--- src/rtl/mdu_sequencer.sv ---
// Multi-cycle RV32M/RV64M multiply/divide unit for the EX stage: shift-add multiplier,
// restoring divider, stall to the hazard unit while busy, registered result with a done pulse.
module mdu_sequencer #(
  parameter int XLEN  = 32,
  parameter int CNT_W = $clog2(XLEN)
) (
  input  logic            clk,
  input  logic            rst_n,
  input  logic            start,
  input  logic [1:0]      ALUOp,
  input  logic [6:0]      Funct7,
  input  logic [2:0]      Funct3,
  input  logic            flush,
  input  logic [XLEN-1:0] src_a,
  input  logic [XLEN-1:0] src_b,
  output logic            is_mext,
  output logic            stall,
  output logic            busy,
  output logic            done,
  output logic [XLEN-1:0] result,
  output logic [1:0]      dbg_state
);

  typedef enum logic [1:0] {IDLE = 2'd0, MUL = 2'd1, DIV = 2'd2, DONE = 2'd3} state_t;

  localparam logic [XLEN-1:0] MOST_NEG = {1'b1, {(XLEN-1){1'b0}}};

  state_t              state;
  logic [CNT_W-1:0]    cnt;
  logic [2:0]          op;
  logic [XLEN-1:0]     a_mag, b_mag;
  logic [2*XLEN-1:0]   prod;
  logic [XLEN-1:0]     rem, quo;
  logic                neg_res, neg_rem;

  assign is_mext   = (ALUOp == 2'b10) && (Funct7 == 7'b0000001);
  assign stall     = start && is_mext && !done && !flush;
  assign dbg_state = state;

  // Operand signedness: mul (000) uses the unsigned path since the low word is sign-agnostic.
  logic            a_signed, b_signed, sa, sb;
  logic [XLEN-1:0] a_mag_in, b_mag_in;
  assign a_signed = (Funct3 == 3'b001) || (Funct3 == 3'b010) || (Funct3 == 3'b100) || (Funct3 == 3'b110);
  assign b_signed = (Funct3 == 3'b001) || (Funct3 == 3'b100) || (Funct3 == 3'b110);
  assign sa       = a_signed && src_a[XLEN-1];
  assign sb       = b_signed && src_b[XLEN-1];
  assign a_mag_in = sa ? (~src_a + 1'b1) : src_a;
  assign b_mag_in = sb ? (~src_b + 1'b1) : src_b;

  // Multiplier step: add multiplicand into the upper half when the product LSB is set, then shift right.
  logic [XLEN:0]     mul_sum;
  logic [2*XLEN-1:0] prod_step, prod_fix;
  assign mul_sum   = {1'b0, prod[2*XLEN-1:XLEN]} + (prod[0] ? {1'b0, a_mag} : '0);
  assign prod_step = {mul_sum, prod[XLEN-1:1]};
  assign prod_fix  = neg_res ? (~prod_step + 1'b1) : prod_step;

  // Restoring divider step: dividend bits stream out of quo's MSB into the partial remainder.
  logic [XLEN:0]   div_shift, div_sub;
  logic            div_ge;
  logic [XLEN-1:0] rem_step, quo_step, quo_fix, rem_fix;
  assign div_shift = {rem, quo[XLEN-1]};
  assign div_ge    = div_shift >= {1'b0, b_mag};
  assign div_sub   = div_shift - {1'b0, b_mag};
  assign rem_step  = div_ge ? div_sub[XLEN-1:0] : div_shift[XLEN-1:0];
  assign quo_step  = {quo[XLEN-2:0], div_ge};
  assign quo_fix   = neg_res ? (~quo_step + 1'b1) : quo_step;
  assign rem_fix   = neg_rem ? (~rem_step + 1'b1) : rem_step;

  always_ff @(posedge clk or negedge rst_n) begin
    if (!rst_n) begin
      state   <= IDLE;
      cnt     <= '0;
      op      <= '0;
      a_mag   <= '0;
      b_mag   <= '0;
      prod    <= '0;
      rem     <= '0;
      quo     <= '0;
      neg_res <= 1'b0;
      neg_rem <= 1'b0;
      busy    <= 1'b0;
      done    <= 1'b0;
      result  <= '0;
    end else if (flush) begin
      state <= IDLE;
      busy  <= 1'b0;
      done  <= 1'b0;
    end else begin
      case (state)
        IDLE: begin
          done <= 1'b0;
          if (start && is_mext) begin
            op      <= Funct3;
            cnt     <= CNT_W'(XLEN-1);
            a_mag   <= a_mag_in;
            b_mag   <= b_mag_in;
            neg_res <= sa ^ sb;
            neg_rem <= sa;
            if (!Funct3[2]) begin
              prod  <= {{XLEN{1'b0}}, b_mag_in};
              state <= MUL;
              busy  <= 1'b1;
            end else if (src_b == '0) begin
              result <= Funct3[1] ? src_a : '1;
              state  <= DONE;
              done   <= 1'b1;
            end else if (!Funct3[0] && (src_a == MOST_NEG) && (src_b == '1)) begin
              result <= Funct3[1] ? '0 : src_a;
              state  <= DONE;
              done   <= 1'b1;
            end else begin
              rem   <= '0;
              quo   <= a_mag_in;
              state <= DIV;
              busy  <= 1'b1;
            end
          end
        end
        MUL: begin
          prod <= prod_step;
          cnt  <= cnt - CNT_W'(1);
          if (cnt == '0) begin
            result <= (op[1:0] == 2'b00) ? prod_fix[XLEN-1:0] : prod_fix[2*XLEN-1:XLEN];
            state  <= DONE;
            busy   <= 1'b0;
            done   <= 1'b1;
          end
        end
        DIV: begin
          rem <= rem_step;
          quo <= quo_step;
          cnt <= cnt - CNT_W'(1);
          if (cnt == '0) begin
            result <= op[1] ? rem_fix : quo_fix;
            state  <= DONE;
            busy   <= 1'b0;
            done   <= 1'b1;
          end
        end
        default: begin
          // DONE: start still belongs to the finished instruction, so it is not sampled here.
          done  <= 1'b0;
          state <= IDLE;
        end
      endcase
    end
  end

endmodule

--- config.mk ---
export PLATFORM = sky130hd
export DESIGN_NAME = mdu_sequencer
export DESIGN_NICKNAME = d
export VERILOG_FILES = /design/src/rtl/mdu_sequencer.sv
export SDC_FILE = /design/constraint.sdc
export NUM_CORES = 1
export LEC_CHECK = 0
export ABC_AREA = 1
export BUFFER_PORTS_ARGS = -buffer_cell sky130_fd_sc_hd__buf_4
export CAP_MARGIN = 40
export CELL_PAD_IN_SITES_DETAIL_PLACEMENT = 1
export CELL_PAD_IN_SITES_GLOBAL_PLACEMENT = 1
export CORE_MARGIN = 2
export CORE_UTILIZATION = 35
export CTS_BUF_LIST = sky130_fd_sc_hd__clkbuf_2 sky130_fd_sc_hd__clkbuf_4 sky130_fd_sc_hd__clkbuf_8
export DETAILED_ROUTE_END_ITERATION = 12
export PLACE_DENSITY = 0.77
export SYNTH_ARGS = -nofsm -noshare
export SYNTH_HDL_FRONTEND = slang
export SYNTH_SLANG_ARGS = --single-unit
export TNS_END_PERCENT = 20
--- constraint.sdc ---
create_clock -name clk -period 4.6 [get_ports clk]
set_input_delay 0.92 -clock clk [delete_from_list [all_inputs] [get_ports clk]]
set_output_delay 0.92 -clock clk [all_outputs]
set_load 0.02 [all_outputs]
**Word level (Yosys, flattened, before mapping)**

Cells that the tools add are included.

- Register bits: 237
- Output and inout bits: 38

- Add/sub/neg operators: 8
- $lt $le $gt $ge: 1
- Equality and inequality tests: 22
- Muxes and demuxes: 54
- Bitwise operators: 7
- Reductions and logical operators: 33

Operator list:

| kind | count |
|---|---|
| 2-to-1 mux 32 bit | 24 |
| 2-to-1 mux 64 bit | 3 |
| adder 32 x 1 -> 32 bit (second input constant) | 4 |
| inverter 32 bit | 4 |
| case mux 32 bit (2 select lines) | 2 |
| case mux 64 bit (2 select lines) | 1 |
| case mux 32 bit (3 select lines) | 1 |
| adder 64 x 1 -> 64 bit (second input constant) | 1 |
| == test 32 bit (second input constant) | 2 |
| inverter 64 bit | 1 |
| adder 32 x 32 -> 33 bit | 1 |
| greater-or-equal comparator 33 x 32 -> 1 bit | 1 |
| zero test 32 bit | 1 |
| subtractor 32 bit | 1 |
| 2-to-1 mux 1 bit | 14 |
| inequality test 2 bit (second input constant) | 7 |
| case mux 5 bit (2 select lines) | 1 |
| logical AND 1 bit | 8 |
| 2-to-1 mux 2 bit | 4 |
| inequality test 4 bit (second input constant) | 2 |
| == test 7 x 1 -> 1 bit (second input constant) | 1 |
| AND reduction 7 bit | 1 |
| == test 3 bit (second input constant) | 2 |
| inequality test 3 bit (second input constant) | 2 |
| other kinds (23) | 36 |

**Longest topological paths before layout**

Gate-level depths: netlist (run 1).

- Depth in word-level cells: 11
- Mapped depth: 32
- Gate-level depth less buffers: 31

**Least setup slack after synthesis (run 1)**

OpenSTA, ideal clock, no wires.

- Kind: register to register
- From: reg rem[2]
- To: reg result[30]
- Arrival time: 3,614 ps
- Slack: 870 ps
- Cell stages (with the launch flop): 31
- Buffers on the path: 1
- Clock period less this slack: 3,730 ps
- Cells stage by stage: dfrtp_1 -> ha_1 -> nand2_2 -> inv_1 -> nand2_1 -> nand2_1 -> nand2_1 -> nand3_2 -> nand2_2 -> nand2_2 -> nand3_4 -> nand2_4 -> inv_1 -> buf_2 -> ha_1 -> inv_1 -> nor3_1 -> nand2_1 -> nor2_1 -> nand2_1 -> nor3_2 -> nand4_1 -> o21ai_1 -> o21ai_0 -> nor2_1 -> xor2_1 -> a21oi_1 -> nand2_1 -> nand2_1 -> nand2_1 -> nand2_1

- Longest elaborated chain between the ends: 8
- Elaborated cells between the ends (all ways): 12
- Classes of those cells: 3 x add/sub; 1 x order compare; 6 x mux; 2 x bitwise

RTL lines:

| item | RTL line | text |
|---|---|---|
| from (decl) | 33 | `logic [XLEN-1:0] rem, quo;` |
| from (signal assigned) | 130 | `rem <= rem_step;` |
| subtractor 32 bit or greater-or-equal comparator 33 x 32 -> 1 bit (tied branches) | 63, 62 |  |
| 2-to-1 mux 32 bit | 64 | `assign rem_step = div_ge ? div_sub[XLEN-1:0] : div_shift[XLEN-1:0];` |
| inverter 32 bit | 67 | `assign rem_fix = neg_rem ? (~rem_step + 1'b1) : rem_step;` |
| adder 32 x 1 -> 32 bit | 67 |  |
| 2-to-1 mux 32 bit | 67 |  |
| 2-to-1 mux 32 bit * | 134 | `result <= op[1] ? rem_fix : quo_fix;` |
| 2-to-1 mux 32 bit * | 133 | `if (cnt == '0) begin` |
| case mux 32 bit (3 select lines) * | 89 | `case (state)` |
| to (signal assigned) | 104 | `result <= Funct3[1] ? src_a : '1;` |
| to (signal assigned) | 108 | `result <= Funct3[1] ? '0 : src_a;` |
| to (signal assigned) | 134 |  |
| to (decl) | 20 | `output logic [XLEN-1:0] result,` |

Mark *: on every way between the ends. The rest lies on a longest branch, timed or not. The select of a mux whose other input is x is not followed.
A chain may end at the register's enable or synchronous reset.

**Worst setup path in the final report (run 1)**

- From: reg prod[0]
- To: reg result[19]

- Longest elaborated chain between the ends: 8

RTL lines:

| item | RTL line | text |
|---|---|---|
| from (decl) | 32 | `logic [2*XLEN-1:0] prod;` |
| from (signal assigned) | 100 | `prod <= {{XLEN{1'b0}}, b_mag_in};` |
| from (signal assigned) | 120 | `prod <= prod_step;` |
| 2-to-1 mux 32 bit * | 53 | `assign mul_sum = {1'b0, prod[2*XLEN-1:XLEN]} + (prod[0] ? {1'b0, a_mag} : '0);` |
| adder 32 x 32 -> 33 bit * | 53 |  |
| inverter 64 bit | 55 | `assign prod_fix = neg_res ? (~prod_step + 1'b1) : prod_step;` |
| adder 64 x 1 -> 64 bit | 55 |  |
| 2-to-1 mux 64 bit * | 55 |  |
| 2-to-1 mux 32 bit * | 123 | `result <= (op[1:0] == 2'b00) ? prod_fix[XLEN-1:0] : prod_fix[2*XLEN-1:XLEN];` |
| 2-to-1 mux 32 bit * | 122 | `if (cnt == '0) begin` |
| case mux 32 bit (3 select lines) * | 89 |  |
| to (signal assigned) | 104 |  |
| to (signal assigned) | 123 |  |
| to (signal assigned) | 134 |  |

Marked as above.

==> flow_summary.toml, run 1 <==
[run_status]
status = "completed"

[power]
p_per_area_mw_per_mm2 = 340
leakagePower_nw = 12.8
peakVddDrop_mv = 0.244
intPower_mw = 4.85
p_sw_frac = 0.425
pwr-share-clk = 0.307
p_comb_frac = 0.352
p_switching_mw = 3.59
seqPwrFrac = 0.341

[timing]
drv_slew = 0
fmax_mhz = 236
min_period_ns = 4.24
fin_tns_setup_ns = 0
setup_violations = 0
setup_slack_ns = 0.361
relSlewSlack = 0.399
skew_ns = 0.0480
worst_pin_slew_ns = 0.901
grt_setup_unrepaired = "no"
finalCritPeriodShare = 0.922
finalHoldViolCount = 0

[yosys]
synth_simple_gate_area_frac = 0.366
synth_edf_count = 0
syn_nets = 3721
synth-compound-area-share = 0.163
avgSynthCellArea_um2 = 6.13
muxShareOfSynthArea = 0.00418
synth_top_family_by_area = "simple AND/OR/NAND/NOR gates"
yosysUniqueCellTypes = 58
synthAdderAreaFrac = 0.0463
yosys_warnings = 0
ys_seq_area_frac = 0.272
ys_ff_latch = 237
syn_area_mm2 = 0.0218
synthCells = 3563
synth_xor_area_frac = 0.0397
ys.flop_type = "dfrtp_1"
async_reset_ff_frac = 1.00

[finish]
area_delta_synth_final_pct = 13.8
layout.nets = 3821
fin_cells = 4540
drive_above_1_share = 0.0964

[place]
routabilityCongestion = 0.995
io_buffers = 117
place_ws_ns = 0.416
place_hpwl_um = 77800
post-place-cells = 4449

[critical_path]
path_delay_family = "simple AND/OR/NAND/NOR gates"
crit_top_cell = "nand2_1"
crit_chain = "nand2_1 -> inv_1 -> ha_1 -> fa_1 -> nand2_1 -> o21ai_2 -> xnor2_1 -> nand2_1 -> nor3_2 -> nand2_1 -> nor2_2 -> nand2_1 -> nand2_1 -> nand2_1 -> nand2_1 -> a21oi_1 -> a21oi_1 -> nand2_1 -> nand2_1 -> nand2_1"
worstSetupEndpointType = "flop"
worstSetupPathType = "flop to flop"
max_stage_delay_ns = 0.49
cp_max_fo = 9
reg2reg_depth = 20
worst-endpoint-required_ns = 5.18
cp.depth = 20
path_buf_inv = 1
cp_slowest_cell = "xnor2_1"
crit_path_start_kind = "flop"
critical_path_arrival_ns = 4.82

[routing]
ant_nets = 0
via_per_inst = 5.52
route.detailed.drc = 0
wl_per_cell_um = 21.8
firstDrtPassIters = 5
vias = 25000
finalWirelength_um = 98800
drtIter0Drc = 2144

[global_route]
grt_pass1_wl_um = 150000
grt_usage = 0.307
grt_max_degree = 81
grt_overflow_total = 0
first_global_vias = 25200
antenna_found_initial = 2

[clock_tree]
holdBufCountCts = 0
cts_tree = "yes"
clockBufferDepth = 3
ctsResizeCount = 0
cts_max_level = 2
cts_root_buffer = "clkbuf_8"
cts_sinks = 237
numCtsBuffers = 49
clkLatencyLatePin_ns = 0.70
clk_pin_slew_ns = 0.07
postCtsSetupRepairBufs = 0

[floorplan]
core_area_mm2 = 0.0617
io_pins = 118
die-area_mm2 = 0.0644
rows = 91
die_w_um = 254
initial_core_util = 0.354
die_y_um = 254

[job]
max_cap_viol_count = 0

[min_path]
hp-class = "input pin to async pin"
-- stage by stage --
stage / area [um^2] / utilization / power (mW) / hold slack, ns
floorplan: 21800 / - / 4.62 / 0.442
global placement: 23700 / 0.385 / 5.73 / 0.468
detailed placement: 23800 / 0.385 / 5.79 / 0.471
CTS: 24900 / 0.403 / 8.43 / 0.248
global route: 24900 / 0.403 / 8.89 / 0.250
finish: 24900 / 0.403 / 8.44 / 0.209
-- per-layer routing --
| layer | up-vias | part of all wire | track usage |
|---|---|---|---|
| met5 | - | 0 | 0 |
| met4 | 0 | 0.051 | 0.148 |
| met3 | 204 | 0.064 | 0.0439 |
| met2 | 853 | 0.45 | 0.493 |
| met1 | 12200 | 0.43 | 0.403 |
| li1 | 11800 | - | - |
-- logic make-up after synthesis --
group | count (synthesis)
muxes | 9
xor gates and xnor gates | 99
AOI/OAI and AO/OA | 644
and+or+nand+nor | 1879
DFF | 237
adders and majority gates | 80
buffers and inverters | 615
-- synthesized netlist by cell type, types with 15 or more instances --
cell / n / area, um^2
a21oi_1: 202 / 1010
buf_1: 20 / 75.1
clkbuf_1: 94 / 353
dfrtp_1: 237 / 5930
ha_1: 76 / 951
inv_1: 464 / 1740
inv_2: 16 / 60.1
nand2_1: 1073 / 4030
nand2_2: 16 / 100
nand3_1: 265 / 1330
nand4_1: 67 / 419
nor2_1: 320 / 1200
nor2_2: 16 / 100
nor3_1: 59 / 295
o211ai_1: 15 / 113
o21ai_0: 300 / 1500
o21ai_1: 23 / 115
o221ai_1: 34 / 298
xnor2_1: 21 / 184
xor2_1: 78 / 683
-- power groups by stage --
stage / Sequential [mW] / Combinational [mW] / Clock, mW
after floorplan: 2.86 / 1.76 / 0
final: 2.88 / 2.97 / 2.59
after CTS: 2.86 / 2.93 / 2.64
after global routing: 2.92 / 3.27 / 2.70
after global placement: 2.89 / 2.85 / 0
after detailed placement: 2.89 / 2.90 / 0
-- registers in the layout, summed over array words and instances (netlist names) --
| signal | flops |
|---|---|
| dbg_state | 2 |
| busy | 1 |
| neg_res | 1 |
| quo | 32 |
| neg_rem | 1 |
| cnt | 5 |
| prod | 64 |
| a_mag | 32 |
| done | 1 |
| op | 2 |
| result | 32 |
| rem | 32 |
| b_mag | 32 |
-- final cells by class --
class / instances / area (um^2)
Tap cell: 837 / 1050
Antenna cell: 1 / 2.50
Inverter: 484 / 1820
Fill cell: 8425 / 36900
Sequential cell: 237 / 5930
Timing Repair Buffer: 180 / 1430
Multi-Input combinational cell: 2711 / 13500
Clock inverter: 22 / 233
Clock buffer: 68 / 867
-- cell usage in the layout (no fill, tap or decap), types with 5 or more instances in the layout --
cell type / synthesis / final
dfrtp_1: 237 / 236
nand4_1: 67 / 67
clkinvlp_4: 0 / 5
nand2_2: 16 / 16
o22ai_1: 13 / 13
inv_2: 16 / 16
o21ai_1: 23 / 23
nor4_1: 12 / 12
nor2_4: 4 / 5
nand3_2: 8 / 8
o21ai_2: 6 / 6
buf_12: 1 / 6
a21oi_1: 202 / 202
or2_2: 6 / 6
ha_1: 76 / 76
o21ai_0: 300 / 300
nor3_2: 6 / 6
clkbuf_8: 0 / 57
inv_1: 464 / 464
buf_4: 0 / 170
o31ai_1: 13 / 13
mux2i_1: 8 / 8
xnor2_1: 21 / 21
o21bai_1: 9 / 9
nor2_2: 16 / 16
nor3_1: 59 / 59
o221ai_1: 34 / 34
clkbuf_4: 0 / 11
xor2_1: 78 / 78
nand3_1: 265 / 265
a31oi_1: 11 / 11
nor2_1: 320 / 319
clkinv_2: 0 / 11
nand2_1: 1073 / 1073
nand3b_1: 13 / 13
o211ai_1: 15 / 15
-- worst paths after layout --
path	end	startpoint	slack, ns
max	result[19]$_DFFE_PN0P_	prod[0]$_DFFE_PN0P_	0.36
min	prod[21]$_DFFE_PN0P_	rst_n	0.21
max reg2reg	result[19]$_DFFE_PN0P_	prod[0]$_DFFE_PN0P_	0.36
min reg2reg	result[8]$_DFFE_PN0P_	result[8]$_DFFE_PN0P_	0.48
max in group asynchronous	b_mag[6]$_DFFE_PN0P_	rst_n	3.36
min in group clk	result[8]$_DFFE_PN0P_	result[8]$_DFFE_PN0P_	0.48
No activity file was read; power rests on OpenSTA's default activity.
==> run 2, diff against run 1 <==
--- a/config.mk
+++ b/config.mk
@@ -14,7 +14,7 @@
 export CORE_UTILIZATION = 35
 export CTS_BUF_LIST = sky130_fd_sc_hd__clkbuf_2 sky130_fd_sc_hd__clkbuf_4 sky130_fd_sc_hd__clkbuf_8
 export DETAILED_ROUTE_END_ITERATION = 12
-export PLACE_DENSITY = 0.77
+export PLACE_DENSITY_LB_ADDON = 0.1
 export SYNTH_ARGS = -nofsm -noshare
 export SYNTH_HDL_FRONTEND = slang
 export SYNTH_SLANG_ARGS = --single-unit
==> run 2 against run 1 <==
Against the previous run: total power grew 1.0%; sequential share of layout area shrank 0.33 points; register-to-register slack about the same; clock-buffer cell count is 16 higher; global-route usage up 1.5 points; clock power hardly changed; non-clock buffer count grew 29; largest cell class unchanged; largest power group unchanged; highest routed layer is now met5.
==> flow_summary.toml, run 2 (synthesis gave the netlist of run 1 again) <==
[run_status]
status = "completed"

[floorplan]
die_y_um = 254
initial_core_util = 0.354
die_w_um = 254
core_area_mm2 = 0.0617
io_pins = 118
rows = 91
die-area_mm2 = 0.0644

[clock_tree]
cts_sinks = 237
cts_max_level = 2
cts_root_buffer = "clkbuf_8"
clockBufferDepth = 3
numCtsBuffers = 51
clkLatencyLatePin_ns = 0.66
holdBufCountCts = 0
clk_pin_slew_ns = 0.06
cts_tree = "yes"

[power]
p_per_area_mw_per_mm2 = 338
peakVddDrop_mv = 0.243
leakagePower_nw = 13.0

[critical_path]
max_stage_delay_ns = 0.51
worst-endpoint-required_ns = 5.15
cp_slowest_cell = "a21oi_1"
r2r_slack_ns = 0.36
critical_path_arrival_ns = 4.79
crit_path_start_kind = "flop"
worstSetupEndpointType = "flop"
reg2reg_depth = 23
r2r-start = "prod[0]$_DFFE_PN0P_"
timing.rr.end = "result[25]$_DFFE_PN0P_"
endpoint = "result[25]$_DFFE_PN0P_"
crit_chain = "buf_12 -> nand2_1 -> inv_1 -> ha_1 -> nand2_1 -> nor2_1 -> nand2_1 -> nand2_1 -> nand2_1 -> nand2_1 -> nand2_1 -> nand2_1 -> inv_1 -> nor2_1 -> nand2_1 -> nor2_2 -> nand4_1 -> nand3_1 -> nand3_1 -> a21oi_1 -> nand2_1 -> nand2_1 -> nand2_1"
path_buf_inv = 3
cp_max_fo = 24
cp-startpoint = "prod[0]$_DFFE_PN0P_"
path_delay_family = "simple AND/OR/NAND/NOR gates"
worstSetupPathType = "flop to flop"
crit_top_cell = "nand2_1"
cp.depth = 23

[job]
max_cap_viol_count = 0

[routing]
ant_nets = 0
route.detailed.drc = 0
via_per_inst = 5.50
wl_per_cell_um = 22.6
finalWirelength_um = 104000
firstDrtPassIters = 5
vias = 25200
drtIter0Drc = 1703

[timing]
fin_tns_setup_ns = 0
skew_ns = 0.0383
grt_setup_unrepaired = "no"
finalCritPeriodShare = 0.922
finalHoldViolCount = 0
fmax_mhz = 236
setup_violations = 0
setup_slack_ns = 0.358
min_period_ns = 4.24
drv_slew = 0
relSlewSlack = 0.355
worst_pin_slew_ns = 0.967

[finish]
design_area_mm2 = 0.0252
largest_register_ffs = 64
layout.cells.most_common = "nand2_1"
final_cell_mix = "nand2_1, inv_1, nor2_1, o21ai_0, nand3_1"
area_delta_synth_final_pct = 15.4
layout.nets = 3852
drive_above_1_share = 0.107
final_core_utilization = 0.408
regMostFlops = "prod"

[min_path]
hp-class = "input pin to async pin"

[global_route]
first_global_vias = 25700
grt_max_degree = 102
grt_pass1_wl_um = 157000
grt_overflow_total = 0
antenna_found_initial = 8
grt_usage = 0.322

[place]
place_ws_ns = 0.0814
routabilityCongestion = 0.955
placed_area_mm2 = 0.0240
place_hpwl_um = 83400
io_buffers = 117
[run 2: final cells by class]
type,count,area (um^2)
Antenna cell,2,5.00
Sequential cell,237,5930
Clock buffer,84,1040
Clock inverter,11,86.3
Tap cell,837,1050
Fill cell,8332,36500
Inverter,484,1820
Timing Repair Buffer,209,1720
Multi-Input combinational cell,2711,13600
[run 2: worst min-delay path by stage]
stage	start	endpoint	slack (ns)	cells after the start
after floorplan	a_mag[10]$_DFFE_PN0P_	a_mag[10]$_DFFE_PN0P_	0.44	2
after global placement	a_mag[5]$_DFFE_PN0P_	a_mag[5]$_DFFE_PN0P_	0.46	2
after detailed placement	a_mag[5]$_DFFE_PN0P_	a_mag[5]$_DFFE_PN0P_	0.46	2
after CTS	rst_n	prod[23]$_DFFE_PN0P_	0.33	1
after global routing	rst_n	prod[23]$_DFFE_PN0P_	0.34	1
final	rst_n	prod[23]$_DFFE_PN0P_	0.30	1
[run 2: routing by layer]
metal  global-route usage  wire, um
met1                0.430     46200
met2                0.535     48200
met3               0.0472      5870
met4                0.100      3290
met5                    0        27
[run 2: what timing repair did]
| action | 4_1_cts | 5_1_grt |
|---|---|---|
| setup buffers | 0 | 0 |
| gates resized for setup | 0 | 12 |
| setup endpoints to repair | 0 | 17 |
[run 2: where the power goes]
part	switching (mW)	internal (mW)	total, mW
Sequential	0.413	2.46	2.88
Combinational	2.06	0.975	3.04
Clock	1.13	1.49	2.61
Total	3.60	4.92	8.53
[run 2: metrics by stage]
step | hold WS [ns] | power (mW) | std cells
global route | 0.338 | 9.05 | 4574
global placement | 0.461 | 5.81 | 4476
finish | 0.297 | 8.53 | 4575
floorplan | 0.442 | 4.62 | 3563
CTS | 0.332 | 8.56 | 4573
detailed placement | 0.463 | 5.90 | 4478
[run 2: worst reg2reg max path, delay by kind of cell, from the launching register on]
family	cells	cell delay [ns]
AND/OR/NAND/NOR	18	2.45
flip-flops	1	0.49
buffers and inverters	3	0.32
AO/OA/AOI/OAI	1	0.51
adder cells (fa/ha/maj)	1	0.36
